`src/rtl/vend_ctrl_n.sv`:
```
// Parametrised vending controller: credits coins, sells one of N_DRINKS drinks,
// and pays change or refunds greedily, largest coin first, over a ready/valid handshake.
module vend_ctrl_n #(
  parameter int                          N_DRINKS    = 4,
  parameter int                          SUM_W       = 8,
  parameter logic [4*SUM_W-1:0]          COIN_VALUES = {8'd10, 8'd5, 8'd2, 8'd1},
  parameter logic [N_DRINKS*SUM_W-1:0]   PRICES      = {8'd12, 8'd8, 8'd5, 8'd3},
  parameter int                          MAX_SUM     = 50,
  parameter int                          TIMEOUT_CYC = 30,
  parameter int                          VEND_CYC    = 2,
  localparam int                         OP_W        = (N_DRINKS > 1) ? $clog2(N_DRINKS) : 1
) (
  input  logic                clk,
  input  logic                rst,
  input  logic                insert,
  input  logic [1:0]          coin_val,
  input  logic                drink_req,
  input  logic [OP_W-1:0]     drink_op,
  input  logic                cancel_flag,
  input  logic                change_ready,
  output logic                hold_ind,
  output logic [N_DRINKS-1:0] drink_ind,
  output logic                coin_reject,
  output logic                price_short,
  output logic                change_valid,
  output logic [1:0]          change_coin,
  output logic                charge_ind,
  output logic [SUM_W-1:0]    coin_sum
);

  // state   | meaning
  // IDLE    | no credit, waiting for the first coin
  // COLLECT | accumulating credit, idle timer running
  // VEND    | drink indicator held for VEND_CYC cycles
  // CHANGE  | paying out remaining credit coin by coin
  typedef enum logic [1:0] {IDLE, COLLECT, VEND, CHANGE} state_t;

  localparam int TMR_W  = (TIMEOUT_CYC > 1) ? $clog2(TIMEOUT_CYC) : 1;
  localparam int VCNT_W = (VEND_CYC > 1) ? $clog2(VEND_CYC) : 1;

  state_t                state_q, state_d;
  logic [SUM_W-1:0]      sum_q, sum_d;
  logic [TMR_W-1:0]      timer_q, timer_d;
  logic [VCNT_W-1:0]     vcnt_q, vcnt_d;
  logic [N_DRINKS-1:0]   drink_q, drink_d;
  logic                  reject_q, reject_d;
  logic                  short_q, short_d;
  logic                  valid_q, valid_d;
  logic [1:0]            coin_q, coin_d;
  logic                  hold_q, hold_d;
  logic                  charge_q, charge_d;

  logic                  go_change;
  logic                  op_ok;
  logic [SUM_W-1:0]      price;
  logic [N_DRINKS-1:0]   op_onehot;
  logic [SUM_W:0]        ins_sum;

  function automatic logic [SUM_W-1:0] coin_value(input logic [1:0] idx);
    coin_value = '0;
    for (int i = 0; i < 4; i++)
      if (idx == 2'(i)) coin_value = COIN_VALUES[i*SUM_W +: SUM_W];
  endfunction

  // Ascending scan leaves the highest index whose value still fits.
  function automatic logic [1:0] greedy(input logic [SUM_W-1:0] s);
    greedy = 2'd0;
    for (int i = 0; i < 4; i++)
      if (COIN_VALUES[i*SUM_W +: SUM_W] <= s) greedy = 2'(i);
  endfunction

  always_comb begin
    op_ok     = 1'b0;
    price     = '0;
    op_onehot = '0;
    for (int i = 0; i < N_DRINKS; i++) begin
      if (int'(drink_op) == i) begin
        op_ok        = 1'b1;
        price        = PRICES[i*SUM_W +: SUM_W];
        op_onehot[i] = 1'b1;
      end
    end
    ins_sum = {1'b0, sum_q} + {1'b0, coin_value(coin_val)};
  end

  always_comb begin
    state_d   = state_q;
    sum_d     = sum_q;
    timer_d   = timer_q;
    vcnt_d    = vcnt_q;
    drink_d   = drink_q;
    reject_d  = 1'b0;
    short_d   = 1'b0;
    valid_d   = valid_q;
    coin_d    = coin_q;
    hold_d    = hold_q;
    charge_d  = charge_q;
    go_change = 1'b0;

    case (state_q)
      IDLE: begin
        if (insert) begin
          sum_d   = coin_value(coin_val);
          timer_d = TMR_W'(TIMEOUT_CYC - 1);
          state_d = COLLECT;
        end else if (drink_req) begin
          short_d = 1'b1;
        end
      end
      COLLECT: begin
        if (insert) begin
          timer_d = TMR_W'(TIMEOUT_CYC - 1);
          if (ins_sum > (SUM_W+1)'(MAX_SUM)) reject_d = 1'b1;
          else                               sum_d    = ins_sum[SUM_W-1:0];
        end
        if (cancel_flag) begin
          go_change = 1'b1;
        end else if (!insert) begin
          if (drink_req && op_ok && sum_q >= price) begin
            sum_d   = sum_q - price;
            drink_d = op_onehot;
            vcnt_d  = VCNT_W'(VEND_CYC - 1);
            hold_d  = 1'b1;
            state_d = VEND;
          end else begin
            if (drink_req && op_ok) short_d = 1'b1;
            if (timer_q == '0) go_change = 1'b1;
            else               timer_d   = timer_q - 1'b1;
          end
        end
      end
      VEND: begin
        if (vcnt_q == '0) begin
          drink_d   = '0;
          go_change = 1'b1;
        end else begin
          vcnt_d = vcnt_q - 1'b1;
        end
      end
      CHANGE: begin
        if (valid_q && change_ready) begin
          sum_d     = sum_q - coin_value(coin_q);
          go_change = 1'b1;
        end
      end
      default: state_d = IDLE;
    endcase

    // Shared exit into CHANGE; an empty credit goes straight back to IDLE.
    if (go_change) begin
      if (sum_d == '0) begin
        state_d  = IDLE;
        hold_d   = 1'b0;
        charge_d = 1'b0;
        valid_d  = 1'b0;
      end else begin
        state_d  = CHANGE;
        hold_d   = 1'b1;
        charge_d = 1'b1;
        valid_d  = 1'b1;
        coin_d   = greedy(sum_d);
      end
    end
  end

  always_ff @(posedge clk) begin
    if (rst) begin
      state_q  <= IDLE;
      sum_q    <= '0;
      timer_q  <= '0;
      vcnt_q   <= '0;
      drink_q  <= '0;
      reject_q <= 1'b0;
      short_q  <= 1'b0;
      valid_q  <= 1'b0;
      coin_q   <= 2'd0;
      hold_q   <= 1'b0;
      charge_q <= 1'b0;
    end else begin
      state_q  <= state_d;
      sum_q    <= sum_d;
      timer_q  <= timer_d;
      vcnt_q   <= vcnt_d;
      drink_q  <= drink_d;
      reject_q <= reject_d;
      short_q  <= short_d;
      valid_q  <= valid_d;
      coin_q   <= coin_d;
      hold_q   <= hold_d;
      charge_q <= charge_d;
    end
  end

  assign hold_ind     = hold_q;
  assign drink_ind    = drink_q;
  assign coin_reject  = reject_q;
  assign price_short  = short_q;
  assign change_valid = valid_q;
  assign change_coin  = coin_q;
  assign charge_ind   = charge_q;
  assign coin_sum     = sum_q;

endmodule

```
`config.mk`:
```
export PLATFORM = sky130hd
export DESIGN_NAME = vend_ctrl_n
export DESIGN_NICKNAME = d
export VERILOG_FILES = /design/src/rtl/vend_ctrl_n.sv
export SDC_FILE = /design/constraint.sdc
export NUM_CORES = 1
export LEC_CHECK = 0
export BUFFER_PORTS_ARGS = -buffer_cell sky130_fd_sc_hd__buf_2
export CORE_MARGIN = 5
export CORE_UTILIZATION = 54
export DETAILED_ROUTE_END_ITERATION = 7
export PLACE_DENSITY = 0.77
export REMOVE_ABC_BUFFERS = 1
export SLEW_MARGIN = 25
export SYNTH_ARGS = -nofsm -noshare
export SYNTH_HDL_FRONTEND = slang
export SYNTH_SLANG_ARGS = --single-unit
```
`constraint.sdc`:
```
create_clock -name clk -period 4.2 [get_ports clk]
set_input_delay 0.63 -clock clk [delete_from_list [all_inputs] [get_ports clk]]
set_output_delay 0.63 -clock clk [all_outputs]
set_load 0.05 [all_outputs]
```
# Word level (Yosys, flattened, before mapping)
# Cells that the tools add are included.
# word_totals
memories	0
wordCells	138
latchBits	0
mem_bits_ro	0
ramBits	0
register_bits	26
# classes
n_bitwise	3
n_lt_le_gt_ge	5
reduce_logical	20
shift	0
div	0
n_addsub	5
n_eq_ne	22
n_mux	73
n_mul	0
# ops
operator	n
$mux W8	18
$mux W1	30
$mux W5	5
$pmux W8 S3	1
$mux W2	9
$eq A2 B2 Y1 const B	8
$mux W4	4
$sub A8 B8 Y8	2
$ne A3 B3 Y1 const B	4
$pmux W5 S2	1
$reduce_and A5 Y1	2
$add A8 B8 Y9	1
$gt A9 B6 Y1 const B	1
$eq A2 B1 Y1 const B	4
$ge A8 B8 Y1	1
$le A2 B8 Y1 const A	1
$le A3 B8 Y1 const A	1
$le A4 B8 Y1 const A	1
$logic_not A2 Y1	4
$logic_not A8 Y1	1
$ne A2 B2 Y1 const B	4
$pmux W4 S2	1
$reduce_and A4 Y1	2
$reduce_bool A2 Y1	4
12 further kinds	18

# Longest topological paths before layout
# depth
word_depth	17
ltp_mapped	14

# Worst setup path before layout
# No wires, ideal clock.
# synth_timing
path_type	reg2reg
start	register sum_q[0] (netlist: coin_sum[0])
end	register state_q[0]
path_buffers	0
synth_period_minus_slack_ns	3.459
required_ns	4.085
path_stages_with_launch	13
setup_ns	0.115
arrival_ns	3.343
slack_ns	0.741
path_cell_list	dfxtp_1 -> ha_1 -> inv_1 -> fa_1 -> nand2b_1 -> a21oi_1 -> xnor2_1 -> o311ai_4 -> or3_1 -> a31oi_2 -> nor4_2 -> a41oi_2 -> a31o_1
# synth_via
elab_chain_cells	11
elab_cells_between_ends	27
cone_classes	add/sub: 3; order compare: 2; eq/ne: 4; mux: 14; reduce/logical: 4
# synth_lines
element	line	source
from (decl)	42	logic [SUM_W-1:0] sum_q, sum_d;
from (signal assigned)	181	sum_q <= sum_d;
$add A8 B8 Y9	83	ins_sum = {1'b0, sum_q} + {1'b0, coin_value(coin_val)};
$gt A9 B6 Y1	113	if (ins_sum > (SUM_W+1)'(MAX_SUM)) reject_d = 1'b1;
$mux W8	113	
$mux W8	111	if (insert) begin
$mux W8	119	if (drink_req && op_ok && sum_q >= price) begin
$mux W8	118	end else if (!insert) begin
$mux W8	116	if (cancel_flag) begin
$pmux W8 S3	100	case (state_q)
$logic_not A8 Y1	151	if (sum_d == '0) begin
$mux W2	151	
$mux W2	150	if (go_change) begin
to (signal assigned)	180	state_q <= state_d;
to (decl)	41	state_t state_q, state_d;
# Several ways; a longest one is shown, not always the timed one.
# A chain may end at the register's enable or synchronous reset.

# Final worst setup path
# layout_timing
start	input port coin_val[0]
end	register state_q[0]
# layout_via
elab_chain_cells	16
elab_cells_between_ends	20
cone_classes	add/sub: 1; order compare: 1; eq/ne: 3; mux: 13; reduce/logical: 2
# layout_lines
element	line	source
from (decl)	16	input logic [1:0] coin_val,
$logic_not A2 Y1	62	if (idx == 2'(i)) coin_value = COIN_VALUES[i*SUM_W +: SUM_W];
$mux W1	62	
$mux W8 (2 in series)	62	
$mux W8 (*)	62	
$add A8 B8 Y9	83	
$gt A9 B6 Y1	113	
$mux W8	113	
$mux W8	111	
$mux W8	119	
$mux W8	118	
$mux W8	116	
$pmux W8 S3 (*)	100	
$logic_not A8 Y1 (*)	151	
$mux W2 (*)	151	
$mux W2 (*)	150	
# Every way passes the cells marked *; elsewhere a longest branch is shown, timed or not.

==> flow_results.xml <==
<?xml version="1.0" encoding="UTF-8"?>
<metrics>
  <group name="outcome">
    <metric name="result_of_the_run" unit="">finished, final reports clean</metric>
  </group>
  <group name="clock_tree">
    <metric name="cts_tree" unit="">built</metric>
    <metric name="cts_buffers" unit="">3</metric>
    <metric name="ctsResizeCount" unit="">0</metric>
    <metric name="cts_hold_buf" unit="">0</metric>
    <metric name="cts_max_level" unit="">1</metric>
    <metric name="clock_path_buffers" unit="">2</metric>
    <metric name="cts.clk_slew.worst_paths" unit="ns">0.09</metric>
    <metric name="clock-sinks" unit="">26</metric>
    <metric name="postCtsSetupRepairBufs" unit="">0</metric>
    <metric name="clk_root_buffer_cell" unit="">sky130_fd_sc_hd__clkbuf_8</metric>
    <metric name="worst_skew_pair.late_latency" unit="ns">0.27</metric>
  </group>
  <group name="grt">
    <metric name="antenna_found_initial" unit="">0</metric>
    <metric name="grt_remaining_overflow" unit="">0</metric>
    <metric name="gr-usage-all-layers" unit="">0.207</metric>
    <metric name="pin_count_of_the_biggest_net_entering_global_routing" unit="">22</metric>
    <metric name="first_pass_grt_wire_length" unit="um">10300</metric>
    <metric name="via_count_of_the_first_global_routing_pass" unit="">2169</metric>
  </group>
  <group name="power">
    <metric name="leakagePower" unit="nW">1.07</metric>
    <metric name="ir_drop" unit="mV">0.594</metric>
    <metric name="power_per_cell_area" unit="nW/um2">628</metric>
  </group>
  <group name="hold_path">
    <metric name="worst_hold_path_type" unit="">register to register</metric>
    <metric name="timing.hold.worst.start" unit="">timer_q[4]$_SDFFE_PP0P_</metric>
    <metric name="hold-path-endpoint" unit="">timer_q[4]$_SDFFE_PP0P_</metric>
    <metric name="hold_depth" unit="">2</metric>
  </group>
  <group name="setup_path">
    <metric name="timing.critical_path.cells" unit="">buf_2 &gt; inv_1 &gt; ha_1 &gt; inv_1 &gt; fa_1 &gt; nand2b_1 &gt; a21oi_1 &gt; xnor2_1 &gt; o311ai_4 &gt; or3_1 &gt; a31oi_2 &gt; nor4_2 &gt; a41oi_2 &gt; a31o_1</metric>
    <metric name="timing_worst_setup_path_type" unit="">input port to register</metric>
    <metric name="cp_top_family" unit="">compound AO/OA/AOI/OAI gates</metric>
    <metric name="worst_r2r_endpoint" unit="">state_q[0]$_SDFFE_PP0P_</metric>
    <metric name="regToRegSetupSlack" unit="ns">0.56</metric>
    <metric name="crit_top_cell" unit="">sky130_fd_sc_hd__inv_1</metric>
    <metric name="slowest_stage_delay_cp" unit="ns">0.54</metric>
    <metric name="reg2reg_depth" unit="">12</metric>
    <metric name="cp.required" unit="ns">4.38</metric>
    <metric name="timing.critical_path.arrival" unit="ns">3.84</metric>
    <metric name="cp_slowest_cell" unit="">sky130_fd_sc_hd__nor4_2</metric>
    <metric name="crit_path_end_kind" unit="">register</metric>
    <metric name="largest_fanout_of_any_net_on_the_critical_path" unit="">9</metric>
    <metric name="rr_startpoint" unit="">change_coin[0]$_SDFFE_PP0P_</metric>
    <metric name="worstSetupStartpointType" unit="">input port</metric>
    <metric name="worstPathBufferInverterCount" unit="">3</metric>
  </group>
  <group name="routing">
    <metric name="route.detailed.drc" unit="">0</metric>
    <metric name="firstDrtPassIters" unit="">4</metric>
    <metric name="dr_total_vias" unit="">2314</metric>
    <metric name="wirelength_met1" unit="um">2770</metric>
    <metric name="detail_route.wl_per_cell" unit="um">16.3</metric>
    <metric name="wl_met3" unit="um">456</metric>
    <metric name="final_antenna_net_count" unit="">0</metric>
    <metric name="viasPerCell" unit="">6.12</metric>
    <metric name="max_used_layer" unit="">met4</metric>
    <metric name="detailroute.wirelength.met2" unit="um">2820</metric>
    <metric name="detailed_route_wire_length" unit="um">6150</metric>
    <metric name="drt_iter0_markers" unit="">181</metric>
  </group>
  <group name="final_layout">
    <metric name="antenna-diode-count" unit="">0</metric>
    <metric name="layout_cell_share_with_drive_strength_beyond_1" unit="">0.181</metric>
    <metric name="layout_common_cells" unit="">32 x sky130_fd_sc_hd__nor2_1, 28 x sky130_fd_sc_hd__buf_2, 26 x sky130_fd_sc_hd__a21oi_1, 26 x sky130_fd_sc_hd__dfxtp_1, 23 x sky130_fd_sc_hd__nand2_1</metric>
    <metric name="finalNonFillerCells" unit="">378</metric>
    <metric name="area_growth_syn_to_layout" unit="%">7.61</metric>
    <metric name="layout_commonest_cell" unit="">sky130_fd_sc_hd__nor2_1</metric>
    <metric name="post_layout_nets" unit="">353</metric>
    <metric name="fin_util" unit="">0.597</metric>
  </group>
  <group name="logic_synthesis">
    <metric name="synth_cells" unit="">305</metric>
    <metric name="synthFlopType" unit="">sky130_fd_sc_hd__dfxtp_1</metric>
    <metric name="yosysSeqAreaShare" unit="">0.215</metric>
    <metric name="synth_seq_cells" unit="">26</metric>
    <metric name="syn-cell-area" unit="um2">2420</metric>
    <metric name="syn_area_per_cell" unit="um2">7.93</metric>
    <metric name="synthesis.yosys.warnings" unit="">0</metric>
    <metric name="yosysUniqueCellTypes" unit="">67</metric>
    <metric name="synth_edf_count" unit="">0</metric>
    <metric name="postSynth.asyncResetShare" unit="">0</metric>
  </group>
  <group name="die">
    <metric name="die_x" unit="um">76.9</metric>
    <metric name="pin_count" unit="">29</metric>
    <metric name="die-area" unit="um2">5910</metric>
    <metric name="row_count" unit="">24</metric>
    <metric name="core_region_area" unit="um2">4350</metric>
    <metric name="start_util" unit="">0.555</metric>
    <metric name="die_height" unit="um">76.9</metric>
  </group>
  <group name="run">
    <metric name="max_cap_viol_count" unit="">0</metric>
  </group>
  <group name="sta">
    <metric name="period_needed" unit="ns">3.67</metric>
    <metric name="tightest_pin_transition" unit="ns">0.751</metric>
    <metric name="timing.final.setup_violations" unit="">0</metric>
    <metric name="relSlewSlack" unit="">0.495</metric>
    <metric name="timing_hold_violations_final" unit="">0</metric>
    <metric name="fin_hold_ws" unit="ns">0.467</metric>
    <metric name="clock-skew-final" unit="ns">0.00383</metric>
    <metric name="setup-tns-final" unit="ns">0</metric>
    <metric name="maxClockFrequency" unit="MHz">273</metric>
    <metric name="slew_limit_fails" unit="">0</metric>
    <metric name="fin_crit_sh" unit="">0.873</metric>
    <metric name="rsz0062_at_grt" unit="">false</metric>
    <metric name="post-route-worst-setup-slack" unit="ns">0.534</metric>
  </group>
  <group name="placement">
    <metric name="routabilityCongestion" unit="">0.905</metric>
    <metric name="preCtsSetupSlack" unit="ns">0.243</metric>
    <metric name="detailed_place_hpwl" unit="um">4680</metric>
    <metric name="portBuffers" unit="">28</metric>
    <metric name="dp.cells" unit="">374</metric>
  </group>
</metrics>
## metrics by stage
stage | cell area (um2) | total power [mW]
6_report | 2600 | 1.63
3_5_place_dp | 2550 | 1.46
3_3_place_gp | 2550 | 1.45
5_1_grt | 2600 | 1.77
2_1_floorplan | 2330 | 1.22
4_1_cts | 2600 | 1.63
## flip-flops by register name (all words and copies together) (netlist names)
name and cells:
coin_sum 8, timer_q 5, drink_ind 4, change_coin 2, state_q 2, charge_ind 1
coin_reject 1, hold_ind 1, price_short 1, vcnt_q 1
## cell type report
class | instances | area, um2
clock buffer | 4 | 55.1
fill | 392 | 1750
inverter | 19 | 71.3
multi-input combinational | 247 | 1730
sequential | 26 | 520
tap | 52 | 65.1
timing repair buffer | 30 | 155
## worst max-delay path by stage
stage	startpoint	to	slack [ns]	cells after the start
after floorplan	coin_sum[0]$_SDFF_PP0_	state_q[0]$_SDFFE_PP0P_	0.73	12
after global placement	coin_val[0]	state_q[0]$_SDFFE_PP0P_	0.39	14
after detailed placement	coin_val[0]	state_q[0]$_SDFFE_PP0P_	0.24	14
after CTS	coin_val[0]	state_q[0]$_SDFFE_PP0P_	0.55	14
after global routing	coin_val[0]	state_q[0]$_SDFFE_PP0P_	0.27	14
final	coin_val[0]	state_q[0]$_SDFFE_PP0P_	0.53	14
## synthesized netlist by cell type, drive strengths merged (6+ instances only)
cell,count,area [um2]
nor2,32,120
a21oi,26,130
dfxtp,26,521
nand2,24,92.6
inv,19,71.3
o21ai,16,87.6
ha,13,163
and2,10,63.8
buf,10,80.1
nand3,10,50.1
a211oi,8,65.1
nor3,8,40.0
xnor2,7,61.3
nand2b,6,37.5
nor2b,6,37.5
## metal layers
layer | global-route usage | up-vias
li1 | - | 1166
met1 | 0.289 | 1063
met2 | 0.331 | 74
met3 | 0.0304 | 11
met4 | 0.0559 | 0
met5 | 0 | -
## cells by family (layout without fill, tap and decap cells)
family,after synthesis,in the layout,synth area share
buffers and inverters,32,53,0.0673
adders and majority gates,16,16,0.0921
AOI/OAI and AO/OA,94,94,0.301
and+or+nand+nor,119,119,0.255
xor gates and xnor gates,12,12,0.0435
DFF,26,26,0.215
muxes,6,6,0.0254
## worst reg2reg max path: stages (launching register included)
cell and delay, ns:
sky130_fd_sc_hd__dfxtp_1 0.33, sky130_fd_sc_hd__inv_1 0.20, sky130_fd_sc_hd__ha_1 0.21, sky130_fd_sc_hd__inv_1 0.05, sky130_fd_sc_hd__fa_1 0.39, sky130_fd_sc_hd__a21o_1 0.17, sky130_fd_sc_hd__a211oi_1 0.50, sky130_fd_sc_hd__nand3_1 0.17
sky130_fd_sc_hd__a21o_1 0.22, sky130_fd_sc_hd__a221o_2 0.39, sky130_fd_sc_hd__nor4_2 0.48, sky130_fd_sc_hd__a41oi_2 0.22, sky130_fd_sc_hd__a31o_1 0.21
## power by group
group | switching [mW] | leakage [nW] | internal [mW]
clock network | 0.0779 | 0.0288 | 0.0839
registers | 0.106 | 0.213 | 0.300
logic | 0.660 | 0.831 | 0.405
No activity file was read; power rests on OpenSTA's default activity.
